`config.mk`:
```
export PLATFORM = sky130hd
export DESIGN_NAME = cordic_arbiter
export DESIGN_NICKNAME = d
export VERILOG_FILES = /design/src/rtl/cordic_arb_pkg.sv /design/src/rtl/cordic_arbiter_tag_fifo.sv /design/src/rtl/cordic_arbiter.sv
export SDC_FILE = /design/constraint.sdc
export NUM_CORES = 1
export LEC_CHECK = 0
export BUFFER_PORTS_ARGS = -buffer_cell sky130_fd_sc_hd__buf_4
export CORE_MARGIN = 4
export CORE_UTILIZATION = 31
export CTS_BUF_LIST = sky130_fd_sc_hd__clkbuf_4
export DETAILED_ROUTE_END_ITERATION = 12
export PLACE_DENSITY = 0.63
export SYNTH_ARGS = -nofsm -noshare
export SYNTH_HDL_FRONTEND = slang
export SYNTH_SLANG_ARGS = --single-unit
```
`constraint.sdc`:
```
create_clock -name s00_axis_aclk -period 5.1 [get_ports s00_axis_aclk]
set_input_delay 0.51 -clock s00_axis_aclk [delete_from_list [all_inputs] [get_ports s00_axis_aclk]]
set_output_delay 0.51 -clock s00_axis_aclk [all_outputs]
set_load 0.005 [all_outputs]
```
`src/rtl/cordic_arb_pkg.sv`:
```
// rtl/cordic_arb_pkg.sv - shared types for the CORDIC requester arbiter
package cordic_arb_pkg;

    localparam int MAX_REQ = 8;
    // Requester IDs are sized for the largest supported N_REQ.
    localparam int ID_W    = $clog2(MAX_REQ);

    typedef enum logic {
        FLUSH = 1'b0,
        RUN   = 1'b1
    } arb_state_e;

endpackage

```
`src/rtl/cordic_arbiter_tag_fifo.sv`:
```
// rtl/cordic_arbiter_tag_fifo.sv - synchronous FIFO holding source IDs of in-flight CORDIC beats
module tag_fifo #(
    parameter int WIDTH = 3,
    parameter int DEPTH = 32
) (
    input  logic             clk_i,
    input  logic             rst_ni,
    input  logic             push_i,
    input  logic [WIDTH-1:0] data_i,
    input  logic             pop_i,
    output logic [WIDTH-1:0] head_o,
    output logic             full_o,
    output logic             empty_o
);

    localparam int AW = $clog2(DEPTH);

    logic [AW:0]      wr_q, wr_d;
    logic [AW:0]      rd_q, rd_d;
    logic [WIDTH-1:0] mem_q [DEPTH];

    assign wr_d = push_i ? wr_q + 1'b1 : wr_q;
    assign rd_d = pop_i  ? rd_q + 1'b1 : rd_q;

    always_ff @(posedge clk_i or negedge rst_ni) begin
        if (!rst_ni) begin
            wr_q <= '0;
            rd_q <= '0;
        end else begin
            wr_q <= wr_d;
            rd_q <= rd_d;
        end
    end

    always_ff @(posedge clk_i) begin
        if (push_i) mem_q[wr_q[AW-1:0]] <= data_i;
    end

    // Pointers carry one wrap bit so full and empty are distinguishable.
    assign head_o  = mem_q[rd_q[AW-1:0]];
    assign empty_o = (wr_q == rd_q);
    assign full_o  = (wr_q[AW] != rd_q[AW]) && (wr_q[AW-1:0] == rd_q[AW-1:0]);

endmodule

```
`src/rtl/cordic_arbiter.sv`:
```
// rtl/cordic_arbiter.sv - round-robin sharing of one CORDIC pipeline with tag-steered returns
module cordic_arbiter
    import cordic_arb_pkg::*;
#(
    parameter int N_REQ          = 4,
    parameter int DATA_WIDTH     = 32,
    parameter int PIPE_LATENCY   = 17,
    parameter int TAG_DEPTH      = 32,
    parameter int LOCK_ON_PACKET = 0
) (
    input  logic                        s00_axis_aclk,
    input  logic                        s00_axis_aresetn,
    input  logic [N_REQ*DATA_WIDTH-1:0] req_tdata,
    input  logic [N_REQ-1:0]            req_tvalid,
    input  logic [N_REQ-1:0]            req_tlast,
    output logic [N_REQ-1:0]            req_tready,
    output logic [DATA_WIDTH-1:0]       rsp_tdata,
    output logic                        rsp_tlast,
    output logic [N_REQ-1:0]            rsp_tvalid,
    input  logic [N_REQ-1:0]            rsp_tready,
    output logic [DATA_WIDTH-1:0]       cordic_s_tdata,
    output logic                        cordic_s_tvalid,
    output logic                        cordic_s_tlast,
    input  logic                        cordic_s_tready,
    input  logic [DATA_WIDTH-1:0]       cordic_m_tdata,
    input  logic                        cordic_m_tvalid,
    input  logic                        cordic_m_tlast,
    output logic                        cordic_m_tready,
    output logic                        busy,
    output logic                        tag_err
);

    localparam int CNT_W = $clog2(PIPE_LATENCY + 1);

    arb_state_e        state_q;
    logic [CNT_W-1:0]  flush_cnt_q;
    logic [ID_W-1:0]   rr_q, lock_id_q;
    logic              lock_q, tag_err_q;

    logic [2*N_REQ-1:0]    dbl;
    logic                  found;
    logic [ID_W-1:0]       grant, rr_next, head;
    logic [N_REQ-1:0]      gnt_oh, head_oh;
    logic [DATA_WIDTH-1:0] sel_data;
    logic                  sel_valid, sel_last, head_ready;
    logic                  run, can_issue, fire, have_tag, pop, fifo_full, fifo_empty;

    // Rotating priority search starting at rr_q; an active packet lock overrides it.
    always_comb begin
        dbl   = {req_tvalid, req_tvalid} >> rr_q;
        grant = rr_q;
        found = 1'b0;
        for (int i = 0; i < N_REQ; i++) begin
            if (!found && dbl[i]) begin
                found = 1'b1;
                grant = (int'(rr_q) + i >= N_REQ) ? ID_W'(int'(rr_q) + i - N_REQ)
                                                  : ID_W'(int'(rr_q) + i);
            end
        end
        if (lock_q) grant = lock_id_q;
    end

    always_comb begin
        sel_data   = '0;
        gnt_oh     = '0;
        head_oh    = '0;
        for (int k = 0; k < N_REQ; k++) begin
            gnt_oh[k]  = (grant == ID_W'(k));
            head_oh[k] = (head == ID_W'(k));
            if (gnt_oh[k]) sel_data = req_tdata[k*DATA_WIDTH +: DATA_WIDTH];
        end
        sel_valid  = |(req_tvalid & gnt_oh);
        sel_last   = |(req_tlast & gnt_oh);
        head_ready = |(rsp_tready & head_oh);
    end

    assign rr_next   = (grant == ID_W'(N_REQ - 1)) ? '0 : grant + 1'b1;
    assign run       = (state_q == RUN);
    assign can_issue = run & cordic_s_tready & ~fifo_full;
    assign fire      = cordic_s_tvalid & cordic_s_tready;
    assign have_tag  = ~fifo_empty;

    assign cordic_s_tvalid = can_issue & sel_valid;
    assign cordic_s_tdata  = sel_data;
    assign cordic_s_tlast  = sel_last;
    assign req_tready      = can_issue ? gnt_oh : '0;

    // Untagged beats and flush garbage are drained freely; only a tagged head can stall.
    assign cordic_m_tready = ~run | ~cordic_m_tvalid | ~have_tag | head_ready;
    assign pop             = run & cordic_m_tvalid & have_tag & cordic_m_tready;
    assign rsp_tvalid      = (run & cordic_m_tvalid & have_tag) ? head_oh : '0;
    assign rsp_tdata       = cordic_m_tdata;
    assign rsp_tlast       = cordic_m_tlast;
    assign busy            = ~run | have_tag;
    assign tag_err         = tag_err_q;

    always_ff @(posedge s00_axis_aclk or negedge s00_axis_aresetn) begin
        if (!s00_axis_aresetn) begin
            state_q     <= FLUSH;
            flush_cnt_q <= '0;
            rr_q        <= '0;
            lock_q      <= 1'b0;
            lock_id_q   <= '0;
            tag_err_q   <= 1'b0;
        end else begin
            case (state_q)
                FLUSH: begin
                    flush_cnt_q <= flush_cnt_q + 1'b1;
                    if (flush_cnt_q == CNT_W'(PIPE_LATENCY - 1)) state_q <= RUN;
                end
                RUN: begin
                    if (fire) begin
                        if (LOCK_ON_PACKET != 0) begin
                            if (sel_last) begin
                                lock_q <= 1'b0;
                                rr_q   <= rr_next;
                            end else begin
                                lock_q    <= 1'b1;
                                lock_id_q <= grant;
                            end
                        end else begin
                            rr_q <= rr_next;
                        end
                    end
                    if (cordic_m_tvalid && !have_tag) tag_err_q <= 1'b1;
                end
                default: state_q <= FLUSH;
            endcase
        end
    end

    tag_fifo #(
        .WIDTH (ID_W),
        .DEPTH (TAG_DEPTH)
    ) u_tag_fifo (
        .clk_i   (s00_axis_aclk),
        .rst_ni  (s00_axis_aresetn),
        .push_i  (fire),
        .data_i  (grant),
        .pop_i   (pop),
        .head_o  (head),
        .full_o  (fifo_full),
        .empty_o (fifo_empty)
    );

endmodule

```
==> results of run 1 <==
==> flip-flops by register name (all words and copies together) (netlist names) <==
| name | cells |
|---|---|
| u_tag_fifo.mem_q | 96 |
| u_tag_fifo.rd_q | 6 |
| u_tag_fifo.wr_q | 6 |
| flush_cnt_q | 5 |
| rr_q | 3 |
| run | 1 |
| tag_err | 1 |
==> worst reg2reg max path, cell delays in order (launching register included) <==
cell	delay (ns)
dfrtp_1	0.51
inv_1	0.22
nand2_1	0.10
o21ai_0	0.30
nand2_1	0.11
a211o_1	0.32
o21ai_2	0.06
buf_4	0.33
ha_1	0.32
a222oi_1	0.10
o21ai_0	0.13
nor2b_1	0.13
buf_4	0.22
nand2_1	0.30
nor3_1	0.47
==> layer usage <==
metal,GRT usage,up-vias
met1,0.187,2575
met2,0.265,253
met3,0.0501,38
li1,-,2492
met4,0.0896,0
met5,0,-
==> per-stage QoR <==
stage               total power [mW]  cell area (um^2)
floorplan                       3.25              6720
global placement                4.45              8130
detailed placement              4.45              8130
CTS                             5.14              8430
global route                    5.51              8450
finish                          5.12              8450
==> power by group <==
part           internal [mW]  total (mW)  switching, mW
combinational           1.42        3.01           1.59
sequential              1.24        1.42          0.180
clock                  0.301       0.687          0.386
total                   2.96        5.12           2.16
==> repair_timing <==
item / 4_1_cts / 5_1_grt
setup buffers: 0 / 0
setup endpoints to repair: 0 / 17
resized for setup: 0 / 2
endpoints found under the hold margin: 22 / 0
hold buffers: 1 / 0
==> cell families (layout without fill, tap and decap cells) <==
family                   after synthesis  in the layout  share of synthesized area
buffers and inverters                 86            244                     0.0743
AND/OR/NAND/NOR                      197            197                      0.134
flip-flops                           118            118                      0.511
adder cells (fa/ha/maj)               12             12                     0.0223
XOR/XNOR                              20             20                     0.0261
multiplexers                          39             39                     0.0914
AO/OA/AOI/OAI                        117            117                      0.140
other                                  0              5                          0
==> path summary, 6_finish.rpt <==
check / from / to / slack [ns] / cells past startpoint
min in group asynchronous: s00_axis_aresetn / flush_cnt_q[1] / 0.42 / 2
setup reg to reg: rr_q[0] / u_tag_fifo.mem_q[25][2] / 1.12 / 14
setup / recovery: rr_q[0] / cordic_s_tdata[3] / 0.55 / 13
hold reg to reg: tag_err / tag_err / 0.49 / 1
max in group asynchronous: s00_axis_aresetn / u_tag_fifo.wr_q[4] / 4.43 / 2
hold / removal: cordic_m_tvalid / tag_err / 0.24 / 2
==> layout by cell type (no fill, tap or decap), types with 3 or more instances in the layout <==
| cell type | n |
|---|---|
| a22oi_1 | 6 |
| nand3b_1 | 5 |
| dfrtp_1 | 22 |
| xor2_1 | 7 |
| buf_4 | 199 |
| mux2_2 | 5 |
| o2111ai_1 | 4 |
| nand3_1 | 5 |
| mux4_2 | 14 |
| mux2i_1 | 16 |
| nor2b_1 | 10 |
| a31o_2 | 3 |
| and3_1 | 7 |
| clkinvlp_4 | 3 |
| o221ai_1 | 3 |
| edfxtp_1 | 96 |
| diode_2 | 5 |
| a221oi_1 | 34 |
| o31ai_1 | 32 |
| clkinv_4 | 4 |
| a22o_1 | 3 |
| clkbuf_4 | 17 |
| nor2_1 | 79 |
| xnor2_1 | 13 |
| nor3_1 | 8 |
| inv_6 | 4 |
| a21oi_1 | 4 |
| inv_1 | 11 |
| o21ai_0 | 9 |
| nand2_1 | 63 |
| ha_1 | 12 |
==> cell type report <==
cell class	count	area, um^2	area share
antenna	5	12.5	0.00148
clock buffer	17	128	0.0151
clock inverter	15	169	0.0200
inverter	11	41.3	0.00489
multi-input combinational	385	2800	0.331
sequential	118	3430	0.406
tap	275	344	0.0407
timing repair buffer	201	1520	0.180
==> impl_metrics.env, run 1 <==
export IMPL_core_area_um2=21200
export IMPL_relSlewSlack=0.371
export IMPL_ys_warn_count=4
export IMPL_synth_top_cells_by_area="edfxtp_1, dfrtp_1, mux4_2"
export IMPL_holdWs_ns=0.235
export IMPL_fin_skew_ns=0.0182
export IMPL_clockBufferDepth=2
export IMPL_die_w_um=155
export IMPL_wirelength_um=19700
export IMPL_port_buffers=188
export IMPL_rsz0062_at_grt="no"
export IMPL_async_flop_share=0.186
export IMPL_yosysSeqAreaShare=0.511
export IMPL_m1WireLength_um=7570
export IMPL_synth_top_cell_area_share=0.429
export IMPL_dp_hpwl_um=15000
export IMPL_final_cells=1027
export IMPL_synth_edff_count=96
export IMPL_worstSetupPathType="register to output pin"
export IMPL_syn_avg_cell_area_um2=11.4
export IMPL_dp_cells=989
export IMPL_synth_ff_type="edfxtp_1"
export IMPL_grt_max_degree=39
export IMPL_placementRows=53
export IMPL_maxCapViolCount=0
export IMPL_drtPass1Iterations=6
export IMPL_endpoint_kind="output pin"
export IMPL_synth_seq_cells=118
export IMPL_crit_chain="inv_1 > ha_1 > a21oi_1 > a221oi_1 > a31o_2 > a22o_1 > ha_1 > nand2_1 > nor2_4 > buf_4 > a221oi_1 > o31ai_1 > buf_4"
export IMPL_final_setup_tns_ns=0
export IMPL_wl_met2_um=9900
export IMPL_antenna_found_initial=5
export IMPL_grt_pass1_vias=5469
export IMPL_drive_gt1_frac=0.363
export IMPL_clock_latency_ns=0.52
export IMPL_post_route_drc_count=0
export IMPL_slew_violations=0
export IMPL_synth_area_um2=6720
export IMPL_fill_cells=2063
export IMPL_num_nets_final=923
export IMPL_clock_root_buffer="clkbuf_4"
export IMPL_start_kind="register"
export IMPL_ys_types=60
export IMPL_slowest_delay_ns=0.54
export IMPL_ios=255
export IMPL_top_layer_used="met4"
export IMPL_syn2layout_area_growth_pct=25.8
export IMPL_cellLeakagePower_nw=3.31
export IMPL_cp_top_family="compound AO/OA/AOI/OAI gates"
export IMPL_power_density_nw_per_um2=605
export IMPL_post_drt_wl_per_cell_um=19.2
export IMPL_post_route_util=0.399
export IMPL_tightestPinTransition_ns=0.938
export IMPL_drt_iter0_markers=292
export IMPL_timing_final_ws_setup_ns=0.547
export IMPL_place_congestion=0.928
export IMPL_grt_overflow=0
export IMPL_ant_nets=0
export IMPL_required_ns=4.59
export IMPL_cp_num_buf_inv=3
export IMPL_min_period_ns=4.55
export IMPL_chipHeight_um=155
export IMPL_syn_num_nets=778
export IMPL_cts_made_buffers=17
export IMPL_max_clock_freq_mhz=220
export IMPL_status="completed"
export IMPL_htree_levels=4
export IMPL_synthCells=589
export IMPL_wl_met3_um=1450
export IMPL_vias=5358
export IMPL_cts_tree="done"
export IMPL_synthTopCellsByCount="edfxtp_1, nor2_1, nand2_1"
export IMPL_fin_crit_sh=0.893
export IMPL_hp_class="input pin to register"
export IMPL_dp_slack_ns=0.824
export IMPL_grt_pass1_wl_um=29800
export IMPL_yosysMostFrequentCell="edfxtp_1"
export IMPL_vias_per_cell=5.22
export IMPL_cp_max_fo=20
export IMPL_cts_num_sinks=118
export IMPL_synth_top_area_cell="edfxtp_1"
export IMPL_initial_core_util=0.318
export IMPL_clk_pin_slew_worst_paths_ns=0.11
export IMPL_ir_drop_uv=371
export IMPL_dieArea_um2=24100
export IMPL_hold_viol=0
export IMPL_cp_data_arrival_time_ns=4.04
export IMPL_finalSetupViolations=0
export IMPL_grt_usage=0.161
export IMPL_critical_path_slowest_cell="dfrtp_1"
Note: power is estimated with default switching activity, not from simulation.
==> inputs of run 2 (changes only) <==
HOLD_SLACK_MARGIN = 0.02   (was default)
clock period = 5 ns   (was 5.1 ns; I/O delays follow)
==> impl_metrics.env, run 2 (synthesis results as in run 1) <==
export IMPL_ir_drop_uv=357
export IMPL_htree_levels=4
export IMPL_finalSetupViolations=0
export IMPL_cp_num_buf_inv=4
export IMPL_initial_core_util=0.318
export IMPL_rsz0062_at_grt="no"
export IMPL_grt_max_degree=66
export IMPL_chipHeight_um=155
export IMPL_post_drt_wl_per_cell_um=19.6
export IMPL_required_ns=4.50
export IMPL_drtPass1Iterations=5
export IMPL_die_w_um=155
export IMPL_relSlewSlack=0.377
export IMPL_clk_pin_slew_worst_paths_ns=0.10
export IMPL_vias_per_cell=5.24
export IMPL_grt_pass1_wl_um=31000
export IMPL_critical_path_slowest_cell="dfrtp_1"
export IMPL_cp_top_family="compound AO/OA/AOI/OAI gates"
export IMPL_ios=255
export IMPL_clockBufferDepth=2
export IMPL_syn2layout_area_growth_pct=26.7
export IMPL_dp_cells=990
export IMPL_wirelength_um=20100
export IMPL_clock_latency_ns=0.53
export IMPL_num_nets_final=924
export IMPL_slew_violations=0
export IMPL_grt_usage=0.167
export IMPL_core_area_um2=21200
export IMPL_max_clock_freq_mhz=225
export IMPL_placementRows=53
export IMPL_power_density_nw_per_um2=632
export IMPL_layout_commonest_cell="buf_4"
export IMPL_place_congestion=0.870
export IMPL_slowest_delay_ns=0.53
export IMPL_min_period_ns=4.45
export IMPL_dieArea_um2=24100
export IMPL_cp_data_arrival_time_ns=3.95
export IMPL_largest_reg_flops=96
export IMPL_cts_num_sinks=118
export IMPL_fin_skew_ns=0.0183
export IMPL_vias=5387
export IMPL_status="completed"
export IMPL_dp_hpwl_um=15300
export IMPL_hp_class="input pin to register"
export IMPL_cellLeakagePower_nw=3.35
export IMPL_tightestPinTransition_ns=0.929
export IMPL_ant_nets=0
export IMPL_post_route_drc_count=0
export IMPL_worstSetupPathType="register to output pin"
export IMPL_grt_pass1_vias=5608
export IMPL_cts_tree="done"
export IMPL_cp_max_fo=65
export IMPL_hold_viol=0
export IMPL_final_setup_tns_ns=0
export IMPL_final_cells=1028
export IMPL_cts_made_buffers=17
export IMPL_maxCapViolCount=0
export IMPL_grt_overflow=0
export IMPL_drive_gt1_frac=0.360
export IMPL_antenna_found_initial=6
export IMPL_drt_iter0_markers=306
export IMPL_clock_root_buffer="clkbuf_4"
export IMPL_port_buffers=188
export IMPL_endpoint_kind="output pin"
export IMPL_fin_crit_sh=0.890
export IMPL_start_kind="register"
export IMPL_final_cell_mix="buf_4, edfxtp_1, nor2_1"
export IMPL_crit_chain="inv_1 > ha_1 > a21oi_1 > a221oi_1 > a31o_2 > a22oi_1 > buf_4 > ha_1 > and2_2 > buf_12 > o31ai_1 > buf_4"
==> run 2: cell types whose count changed in the layout (fill, tap and decap cells not counted) <==
cell / before / now
nor2_4: 1 / 0
bufinv_16: 2 / 6
nor2_2: 0 / 1
inv_6: 4 / 0
clkinvlp_4: 3 / 0
clkinv_4: 4 / 0
clkinv_1: 0 / 2
inv_8: 1 / 0
diode_2: 5 / 6
buf_4: 199 / 200
clkbuf_4: 17 / 19
clkinv_2: 1 / 4
==> run 2: cell type report <==
class	count	area [um^2]
antenna	6	15.0
clock buffer	19	143
clock inverter	12	208
fill	2042	12600
inverter	11	41.3
multi-input combinational	385	2790
sequential	118	3430
tap	275	344
timing repair buffer	202	1530
==> run 2: what timing repair did <==
item                                   CTS  global route
hold buffers                             1             0
setup endpoints to repair                0            21
buffers inserted                         0             0
resized for setup                        0             1
endpoints found under the hold margin   22             0
==> run 2: worst paths after layout <==
path | start | to | slack [ns] | cells after the start
worst max-delay path | rr_q[0] | cordic_s_tdata[1] | 0.55 | 12
worst min-delay path | cordic_m_tvalid | tag_err | 0.22 | 2
worst max register to register | rr_q[0] | u_tag_fifo.mem_q[26][0] | 1.04 | 13
worst min register to register | flush_cnt_q[4] | flush_cnt_q[4] | 0.48 | 1
max in group asynchronous | s00_axis_aresetn | u_tag_fifo.wr_q[2] | 4.38 | 2
min in group asynchronous | s00_axis_aresetn | rr_q[1] | 0.38 | 2
==> run 2: per-stage QoR <==
| step | util | power [mW] | setup WS, ns | hold WS (ns) | area [um^2] |
|---|---|---|---|---|---|
| final | 0.402 | 5.37 | 0.552 | 0.219 | 8510 |
| after global routing | 0.402 | 5.77 | 0.143 | 0.175 | 8510 |
| after CTS | 0.401 | 5.42 | 0.243 | 0.185 | 8490 |
| after detailed placement | 0.384 | 4.58 | 0.774 | 0.407 | 8130 |
| after global placement | 0.384 | 4.57 | 0.785 | 0.407 | 8130 |
| after floorplan | - | 3.31 | 0.475 | 0.204 | 6720 |
==> run 2: per-layer routing <==
| metal | vias to the layer above | wire length [um] | share of wire | track usage |
|---|---|---|---|---|
| met2 | 256 | 9960 | 0.50 | 0.275 |
| met4 | 0 | 879 | 0.044 | 0.0830 |
| met1 | 2606 | 7750 | 0.39 | 0.195 |
| met5 | - | 0 | 0 | 0 |
| met3 | 38 | 1530 | 0.076 | 0.0548 |
| li1 | 2487 | - | - | - |
==> run 2: worst register-to-register path, stage by stage, from the launching register on <==
cell and delay (ns):
dfrtp_1 0.53, inv_1 0.19, ha_1 0.35, a21oi_1 0.12
a221oi_1 0.12, a31o_2 0.27, a22oi_1 0.19, buf_4 0.35
ha_1 0.29, nand2_1 0.07, o21ai_0 0.06, nor2b_1 0.35
nand2_1 0.30, nor3_1 0.44
==> run 2: report_power, final <==
part | switching, mW | internal, mW
combinational | 1.64 | 1.45
clock | 0.340 | 0.499
sequential | 0.182 | 1.26
total | 2.16 | 3.21
